`src/rtl/interlaken_tx_framer.sv`:
```
// Interlaken-style lane transmit framer: fractional slot pacing plus a
// four-control-word metaframe (sync, scrambler state, skip, diagnostic).
module interlaken_tx_framer #(
  parameter int META_FRAME_LEN = 16,
  parameter int PACE_NUM       = 22,
  parameter int PACE_DEN       = 67
) (
  input  logic        USER_CLK,
  input  logic        SYSTEM_RESET,
  input  logic [63:0] DATA_IN,
  input  logic        DATA_IN_VALID,
  output logic        DATA_IN_READY,
  input  logic [57:0] SCRAM_STATE,
  input  logic        LANE_STATUS,
  input  logic        LINK_STATUS,
  output logic [63:0] DATA_OUT,
  output logic [1:0]  HEADER_OUT,
  output logic        DATA_OUT_VALID,
  output logic        FRAME_START
);
  localparam int AW = $clog2(PACE_DEN) + 1;
  localparam int PW = $clog2(META_FRAME_LEN);
  localparam logic [AW-1:0] NUM  = AW'(PACE_NUM);
  localparam logic [AW-1:0] DEN  = AW'(PACE_DEN);
  localparam logic [PW-1:0] LAST = PW'(META_FRAME_LEN - 1);
  localparam logic [PW-1:0] PMAX = PW'(META_FRAME_LEN - 2);

  localparam logic [63:0] SYNC_W = 64'h78F6_78F6_78F6_78F6;
  localparam logic [63:0] SKIP_W = 64'h1E1E_1E1E_1E1E_1E1E;
  localparam logic [63:0] IDLE_W = 64'hAAAA_AAAA_AAAA_AAAA;
  localparam logic [1:0]  HDR_D  = 2'b01;
  localparam logic [1:0]  HDR_C  = 2'b10;

  logic [AW-1:0] acc, acc_n;
  logic [PW-1:0] pos;
  logic          slot, payload;
  logic [65:0]   word;
  logic          word_fs;

  // acc < DEN always, so acc + NUM <= 2*DEN-1 fits in AW bits.
  assign acc_n   = acc + NUM;
  assign slot    = (acc_n >= DEN);
  assign payload = (pos >= PW'(3)) && (pos <= PMAX);

  assign DATA_IN_READY = !SYSTEM_RESET && slot && payload;

  always_comb begin
    word    = {HDR_C, IDLE_W};
    word_fs = 1'b0;
    if (pos == '0) begin
      word    = {HDR_C, SYNC_W};
      word_fs = 1'b1;
    end else if (pos == PW'(1)) begin
      word = {HDR_C, 6'b001010, SCRAM_STATE};
    end else if (pos == PW'(2)) begin
      word = {HDR_C, SKIP_W};
    end else if (pos == LAST) begin
      // CRC32 field left zero in this generation.
      word = {HDR_C, 6'b011001, 24'h0, LANE_STATUS, LINK_STATUS, 32'h0};
    end else if (DATA_IN_VALID) begin
      word = {HDR_D, DATA_IN};
    end
  end

  always_ff @(posedge USER_CLK) begin
    if (SYSTEM_RESET) begin
      acc            <= '0;
      pos            <= '0;
      DATA_OUT       <= '0;
      HEADER_OUT     <= '0;
      DATA_OUT_VALID <= 1'b0;
      FRAME_START    <= 1'b0;
    end else begin
      acc <= slot ? (acc_n - DEN) : acc_n;
      if (slot) pos <= (pos == LAST) ? '0 : pos + PW'(1);
      DATA_OUT_VALID <= slot;
      DATA_OUT       <= slot ? word[63:0]  : '0;
      HEADER_OUT     <= slot ? word[65:64] : '0;
      FRAME_START    <= slot && word_fs;
    end
  end
endmodule

```
`config.mk`:
```
export PLATFORM = sky130hd
export DESIGN_NAME = interlaken_tx_framer
export DESIGN_NICKNAME = d
export VERILOG_FILES = /design/src/rtl/interlaken_tx_framer.sv
export SDC_FILE = /design/constraint.sdc
export NUM_CORES = 1
export LEC_CHECK = 0
export CAP_MARGIN = 20
export CORE_ASPECT_RATIO = 0.5
export CORE_UTILIZATION = 33
export DETAILED_ROUTE_END_ITERATION = 8
export HOLD_SLACK_MARGIN = 0.08
export PLACE_DENSITY = 0.74
export SLEW_MARGIN = 20
export SYNTH_ARGS = -nofsm -noshare
export SYNTH_HDL_FRONTEND = slang
export SYNTH_SLANG_ARGS = --single-unit
```
`constraint.sdc`:
```
create_clock -name USER_CLK -period 4.4 [get_ports USER_CLK]
set_clock_uncertainty 0.05 [all_clocks]
set_input_delay 0.66 -clock USER_CLK [delete_from_list [all_inputs] [get_ports USER_CLK]]
set_output_delay 0.66 -clock USER_CLK [all_outputs]
set_load 0.005 [all_outputs]
```
## Word-level counts from Yosys, hierarchy flattened

Index checks and enable logic that the tools add are counted.

| operators by class | value |
|---|---|
| $add $sub $neg | 3 |
| magnitude comparators | 3 |
| equality and inequality tests | 3 |
| multiplexer cells | 8 |
| bitwise gates (word level) | 1 |
| reduce and logical (&&, ||, !) cells | 10 |

Operator list:

| operator | number |
|---|---|
| $mux 66 | 5 |
| $add 8x5->8 const B | 1 |
| $ge 8x7->1 const B | 1 |
| $mux 8 | 1 |
| $sub 8x7->8 const B | 1 |
| $reduce_or 6->1 | 1 |
| $add 4x1->4 const B | 1 |
| $eq 4x1->1 const B | 1 |
| $eq 4x2->1 const B | 1 |
| $eq 4x4->1 const B | 1 |
| $ge 4x2->1 const B | 1 |
| $le 4x4->1 const B | 1 |
| $logic_and 1x1->1 | 4 |
| $logic_not 4->1 | 1 |
| $mux 4 | 1 |
| $reduce_or 4->1 | 1 |
| $reduce_or 3->1 | 1 |
| $reduce_or 2->1 | 1 |
| $logic_not 1->1 | 1 |
| $mux 1 | 1 |
| $not 1->1 | 1 |

| word-level totals | value |
|---|---|
| input bits | 127 |
| word-level logic and storage cells | 38 |
| output and inout bits | 69 |
| register bits | 80 |

## Longest topological paths before layout

Gate-level depths: netlist of the first run.

| logic depth | value |
|---|---|
| word-level depth | 5 |
| depth in mapped cells | 9 |
| depth with buffers taken out | 7 |

## Worst setup path after synthesis of the first run

Ideal clock, no wire load.

| timing path | value |
|---|---|
| kind | register to output |
| from | register acc[1] |
| to | output port DATA_IN_READY |
| setup slack | 1825 ps |
| data required time | 3690 ps |
| arrival time | 1865 ps |
| cell stages (with the launch flop) | 9 |
| path buffers | 1 |
| cells stage by stage | dfxtp_1 > inv_1 > ha_1 > nand2b_1 > nor2_1 > a221oi_4 > buf_6 > o21ai_4 > a211oi_1 |

| between the ends | value |
|---|---|
| word-level cells in the longest chain between the ends | 4 |

RTL lines:

| what | RTL line | RTL |
|---|---|---|
| start: declaration | 34 | `logic [AW-1:0] acc, acc_n;` |
| start signal: assignment | 74 | `acc <= slot ? (acc_n - DEN) : acc_n;` |
| $add 8x5->8 | 41 | `assign acc_n = acc + NUM;` |
| $ge 8x7->1 | 42 | `assign slot = (acc_n >= DEN);` |
| $logic_and 1x1->1 (2 in a row) | 45 | `assign DATA_IN_READY = !SYSTEM_RESET && slot && payload;` |
| end: declaration | 12 | `output logic DATA_IN_READY,` |

Every way passes these cells.

## Final worst setup path of the first run

Ends and elaborated chain as after synthesis.

==> metrics.txt, run 1 <==
num rows 26; ANT cells 0; WHS Path Cells 2; R2R cell count 8; Ports 196; max cap viols 0; Worst Hold Class reg -> reg; RSZ-0062 raised after global routing no; Crit. Startpoint acc[1]; sequential fraction of the synthesis area 0.434; Peak VDD IR 0.000269 V; Worst-Margin Slew 1.09 ns; die outline height 76.8 um; Yosys reg bits 80; cts hold-fix bufs 0; FILL cells 942; share of cells above drive strength 1 0.0993; initial drt markers 183; GP Congestion 0.853; DIE WIDTH 152 um; r2r setup slk 1.66 ns; crit share post-route 0.868; CTS Buf Count 9; CTS Buffer Depth 2; drt wl/cell 16.6 um; kind of critical path reg -> out; HP Start pos[1]; Post-DRT Antenna Nets 0; P&R area growth vs syn 62.7%; drt pass-1 iters 4; leakage power 2.30 nW; startpoint types register; outcome finished, final reports clean; Reg clk slew, reported paths 0.06 ns; Post-synth top cells dfxtp_1 (80), nor2_1 (49), o21ai_0 (42), a21oi_1 (35), clkbuf_1 (22); DRC Markers 0; Sum Neg Setup Slack 0 ns; via count 3683; reg2reg end DATA_OUT[61]; syn nets 545; vias per cell 5.02; Req. time, crit path 3.69 ns; all-layer global routing usage 0.209; CTS Sinks 80; Crit Path Max Fanout 21; power per cell area 572 nW/um^2; final hold vios 0; clk root buf clkbuf_16; pin count of the biggest net entering global routing 46; Post-Route WL 12200 um; post-CTS setup buffer count 0; top post-synthesis cells by area dfxtp_1 (43%), o21ai_0 (5.7%), nor2_1 (5.0%); Yosys warning count 0; final setup fails 0; Power Total 0.00344 W; min Tclk post-route 3.82 ns; crit path capture type output port; PortBufs 195; HPWL Detailed 8740 um; Main synth FF type dfxtp_1; CTS tree yes; final net count 723; FF-to-FF Start acc[1]; Post-Layout Cell Count 734; Overflow after GRT 0; number of synthesized flops with an enable pin 0; core area 10500 um^2; CP Data Arrival Time 3.11 ns; Synth cell types 56; most common cell in the netlist dfxtp_1; placed cell count 718; f_max 262 MHz; Slew Limit Headroom 0.272; average size of a mapped cell 8.98 um^2; final cell utilization of the core 0.570; vias in the first global route 3615; post_cts resized 0; Hold EP pos[1]; worst skew pair latency 0.33 ns; Yosys top cell by area dfxtp_1; initial antenna violation count 0; Final Max Slew Viols 0; Starting Density 0.350; die area 11600 um^2; htree depth 3; synthesized instance count 411; top cell type's share of synthesized area 0.434; Hold Worst Slack 0.569 ns; first-pass GRT wire length 18800 um; Mapped Area 3690 um^2; ys async rst share 0
[placed cells by master (no fill, tap or decap), types with 3 or more instances in the layout]
cell	n
o211ai_1	4
o2bb2ai_1	7
ha_1	7
xnor2_1	3
a211oi_2	6
a31oi_1	4
a22oi_1	7
o21ai_0	42
a21oi_1	35
a211o_1	11
o2111a_1	4
a221oi_1	8
a21o_1	5
nand3_1	6
clkdlybuf4s50_1	195
buf_4	9
nand2_1	12
dfxtp_1	80
inv_1	7
nor3_1	11
nor2_1	49
a21oi_2	20
a211oi_1	3
nor3b_1	4
nand2b_1	3
o41ai_1	3
clkbuf_16	9
and2_1	3
[power by group]
group	switching (W)	internal [W]	leakage, nW
registers	0.0000855	0.000904	0.655
logic	0.000937	0.000755	1.50
clock network	0.000287	0.000469	0.150
total	0.00131	0.00213	2.30
[state kept, by name, indices dropped and copies added (netlist names)]
| register | count |
|---|---|
| DATA_OUT | 64 |
| DATA_OUT_VALID | 1 |
| FRAME_START | 1 |
| HEADER_OUT | 2 |
| acc | 8 |
| pos | 4 |
[logic make-up after synthesis]
| group | count (synthesis) | share of synthesized area |
|---|---|---|
| buffers and inverters | 46 | 0.0583 |
| DFF | 80 | 0.434 |
| and+or+nand+nor | 103 | 0.135 |
| xor gates and xnor gates | 5 | 0.0139 |
| AOI/OAI and AO/OA | 170 | 0.335 |
| adders and majority gates | 7 | 0.0237 |
[how the worst max path moves through the flow]
stage	endpoint	slack [ns]
4_1_cts	DATA_IN_READY	0.54
2_1_floorplan	DATA_IN_READY	1.82
3_3_place_gp	DATA_IN_READY	1.00
6_report	DATA_IN_READY	0.58
5_1_grt	DATA_IN_READY	0.40
3_5_place_dp	DATA_IN_READY	0.92
[final cells by class]
class / count / area, um^2 / share of cell area
clock buffers: 13 / 260 / 0.0433
clock inverters: 3 / 40.0 / 0.00667
inverters: 9 / 33.8 / 0.00563
multi-input cells: 285 / 1880 / 0.312
flip-flops and latches: 80 / 1600 / 0.267
well taps: 140 / 175 / 0.0292
repair buffers: 204 / 2020 / 0.336
[layer usage]
layer | part of all wire | vias to the layer above | wire length [um] | track usage
met5 | 0 | - | 0 | 0
met4 | 0.013 | 0 | 159 | 0.0673
met3 | 0.035 | 12 | 428 | 0.0405
met2 | 0.52 | 68 | 6310 | 0.374
met1 | 0.44 | 1746 | 5320 | 0.248
li1 | - | 1857 | - | -
[worst max-delay path, stage by stage (launching register included)]
cell	delay [ns]
dfxtp_1	0.45
inv_1	0.12
ha_1	0.37
nand2b_1	0.18
nor2_1	0.11
a221oi_4	0.74
o21ai_4	0.07
a211oi_1	0.19
clkdlybuf4s50_1	0.56
[metrics by stage]
stage	setup WS (ns)	instance area, um^2
after floorplan	1.82	3690
after global placement	1.00	5710
after detailed placement	0.919	5710
after CTS	0.544	6010
after global routing	0.396	6010
final	0.581	6010
Note: power is estimated with default switching activity, not from simulation.
==> run 2: changes to the inputs <==
Settings changed: CORE_MARGIN set to 3.
Clock period 4.4 ns to 4.9 ns, I/O delays scaled along.
==> run 2 against run 1 <==
Final cell count fell by 0.14%; critical path depth is the same; sequential power is 9.8% lower; global-route usage fell by 1.2 points; highest routed layer unchanged.
==> metrics.txt, run 2 (synthesis results as in run 1) <==
outcome finished, final reports clean (unchanged); Post-DRT Antenna Nets 0 (unchanged); fin area 6000 um^2 (was 6010 um^2); final hold vios 0 (unchanged); die area 12600 um^2 (was 11600 um^2); area of the multi-input gates 1880 um^2 (about the same); biggest regs DATA_OUT x64, acc x8, pos x4 (unchanged); initial drt markers 245 (was 183); post_cts resized 0 (unchanged); DRC Markers 0 (unchanged); f_max 255 MHz; ANT cells 0 (unchanged); clock share of power 0.220 (about the same); drt wl/cell 17.3 um (was 16.6 um); Starting Density 0.350 (unchanged); Psw 0.00119 W (was 0.00131 W); Slew Limit Headroom 0.368 (was 0.272); FILL cells 928 (was 942); worst skew pair latency 0.34 ns (was 0.33 ns); Final Max Slew Viols 0 (unchanged); leakage power 2.30 nW (about the same); share of cells above drive strength 1 0.101 (was 0.0993); DIE WIDTH 156 um (was 152 um); power per cell area 514 nW/um^2 (was 572 nW/um^2); htree depth 3 (unchanged); cts hold-fix bufs 0 (unchanged); HPWL Detailed 9210 um (was 8740 um); vias per cell 5.06 (was 5.02); Ports 196 (unchanged); RSZ-0062 raised after global routing no (unchanged); Sequential Power Share 0.289 (was 0.288); Crit-path slowest cell a221oi_4 (unchanged); vias in the first global route 3503 (was 3615); pin count of the biggest net entering global routing 46 (unchanged); core area 10500 um^2 (unchanged); Peak VDD IR 0.000234 V (was 0.000269 V); pre-CTS setup slack 1.31 ns (was 0.919 ns); Sum Neg Setup Slack 0 ns (unchanged); Largest register FFs 64 (unchanged); Overflow after GRT 0 (unchanged); Top delay family on crit path compound AO/OA/AOI/OAI gates (unchanged); CP Data Arrival Time 3.14 ns (was 3.11 ns); GP Congestion 0.826 (was 0.853); initial antenna violation count 0 (unchanged); P&R area growth vs syn 62.5% (was 62.7%); via count 3712 (was 3683); all-layer global routing usage 0.197 (was 0.209); CTS Buffer Depth 2 (unchanged); num rows 26 (unchanged); Worst Hold Class reg -> reg (unchanged); CTS Sinks 80 (unchanged); largest register by flop count DATA_OUT (unchanged); commonest cells after routing, fill and taps aside clkdlybuf4s50_1 (195), dfxtp_1 (80), nor2_1 (48) (was clkdlybuf4s50_1 (195), dfxtp_1 (80), nor2_1 (49)); sequence of cells on the critical path inv_1 > ha_1 > nand2b_1 > nor2_1 > a221oi_4 > o21ai_4 > a211oi_1 > clkdlybuf4s50_1 (unchanged); Req. time, crit path 4.12 ns (was 3.69 ns); startpoint types register (unchanged); min Tclk post-route 3.93 ns; most common cell after layout, fill and taps aside clkdlybuf4s50_1 (unchanged); drt pass-1 iters 5 (was 4); crit share post-route 0.801; Crit Path Max Fanout 21 (unchanged); CTS Buf Count 9 (unchanged); die outline height 80.8 um (was 76.8 um); switching portion of total power 0.385 (was 0.381); first-pass GRT wire length 19300 um (was 18800 um); Critical path buffers and inverters 2 (unchanged); CTS tree yes (unchanged); crit path capture type output port (unchanged); critical path's largest stage delay 0.72 ns (was 0.74 ns); final net count 722 (was 723); max cap viols 0 (unchanged); Worst-Margin Slew 0.947 ns (was 1.09 ns); Placed Area 5700 um^2 (was 5710 um^2); Reg clk slew, reported paths 0.06 ns (about the same); kind of critical path reg -> out (unchanged); clk root buf clkbuf_16 (unchanged); Post-Route WL 12700 um (was 12200 um); combinational fraction of design power 0.491 (was 0.492); final setup fails 0 (unchanged); Pint 0.00190 W (was 0.00213 W); post-CTS setup buffer count 0 (unchanged); PortBufs 195 (unchanged); final worst slack 0.973 ns (was 0.581 ns); FF+latch area 1600 um^2 (unchanged)
-- run 2: power groups by stage --
stage                     Clock (W)  Sequential (W)  Combinational [W]
after global placement            0        0.000899            0.00150
final                      0.000677        0.000892            0.00151
after global routing       0.000723        0.000911            0.00167
after floorplan                   0        0.000906           0.000977
after detailed placement          0        0.000905            0.00152
after CTS                  0.000695        0.000892            0.00153
-- run 2: area by class of cell --
| type | count | share of cell area |
|---|---|---|
| Multi-Input combinational cell | 285 | 0.313 |
| Clock inverter | 5 | 0.00938 |
| Inverter | 9 | 0.00563 |
| Sequential cell | 80 | 0.267 |
| Timing Repair Buffer | 203 | 0.335 |
| Clock buffer | 11 | 0.0405 |
| Tap cell | 140 | 0.0292 |
-- run 2: metal layers --
| layer | global-route usage | vias to the layer above | share of wire |
|---|---|---|---|
| met5 | 0 | - | 0 |
| met4 | 0.0681 | 0 | 0.018 |
| met3 | 0.0463 | 17 | 0.045 |
| met2 | 0.346 | 96 | 0.52 |
| met1 | 0.240 | 1743 | 0.42 |
| li1 | - | 1856 | - |
-- run 2: worst paths after layout --
path / start / endpoint / slack [ns] / cells after the start
max: acc[1] / DATA_IN_READY / 0.97 / 8
min: pos[1] / pos[1] / 0.55 / 2
max reg2reg: acc[1] / DATA_OUT[10] / 1.96 / 8
min reg2reg: pos[1] / pos[1] / 0.55 / 2
-- run 2: through the flow --
| stage | power [W] | std cells | util | hold WS [ns] |
|---|---|---|---|---|
| detailed placement | 0.00243 | 717 | 0.541 | 0.549 |
| global route | 0.00330 | 733 | 0.569 | 0.610 |
| floorplan | 0.00188 | 411 | - | 0.482 |
| global placement | 0.00240 | 717 | 0.541 | 0.546 |
| CTS | 0.00311 | 733 | 0.569 | 0.557 |
| finish | 0.00308 | 733 | 0.569 | 0.550 |
-- run 2: worst register-to-register path: stages, from the launching register on --
cell and delay (ns):
dfxtp_1 0.45, inv_1 0.12, ha_1 0.36, nand2b_1 0.18
nor2_1 0.11, a221oi_4 0.72, o211ai_2 0.34, buf_4 0.32
nor3_1 0.22
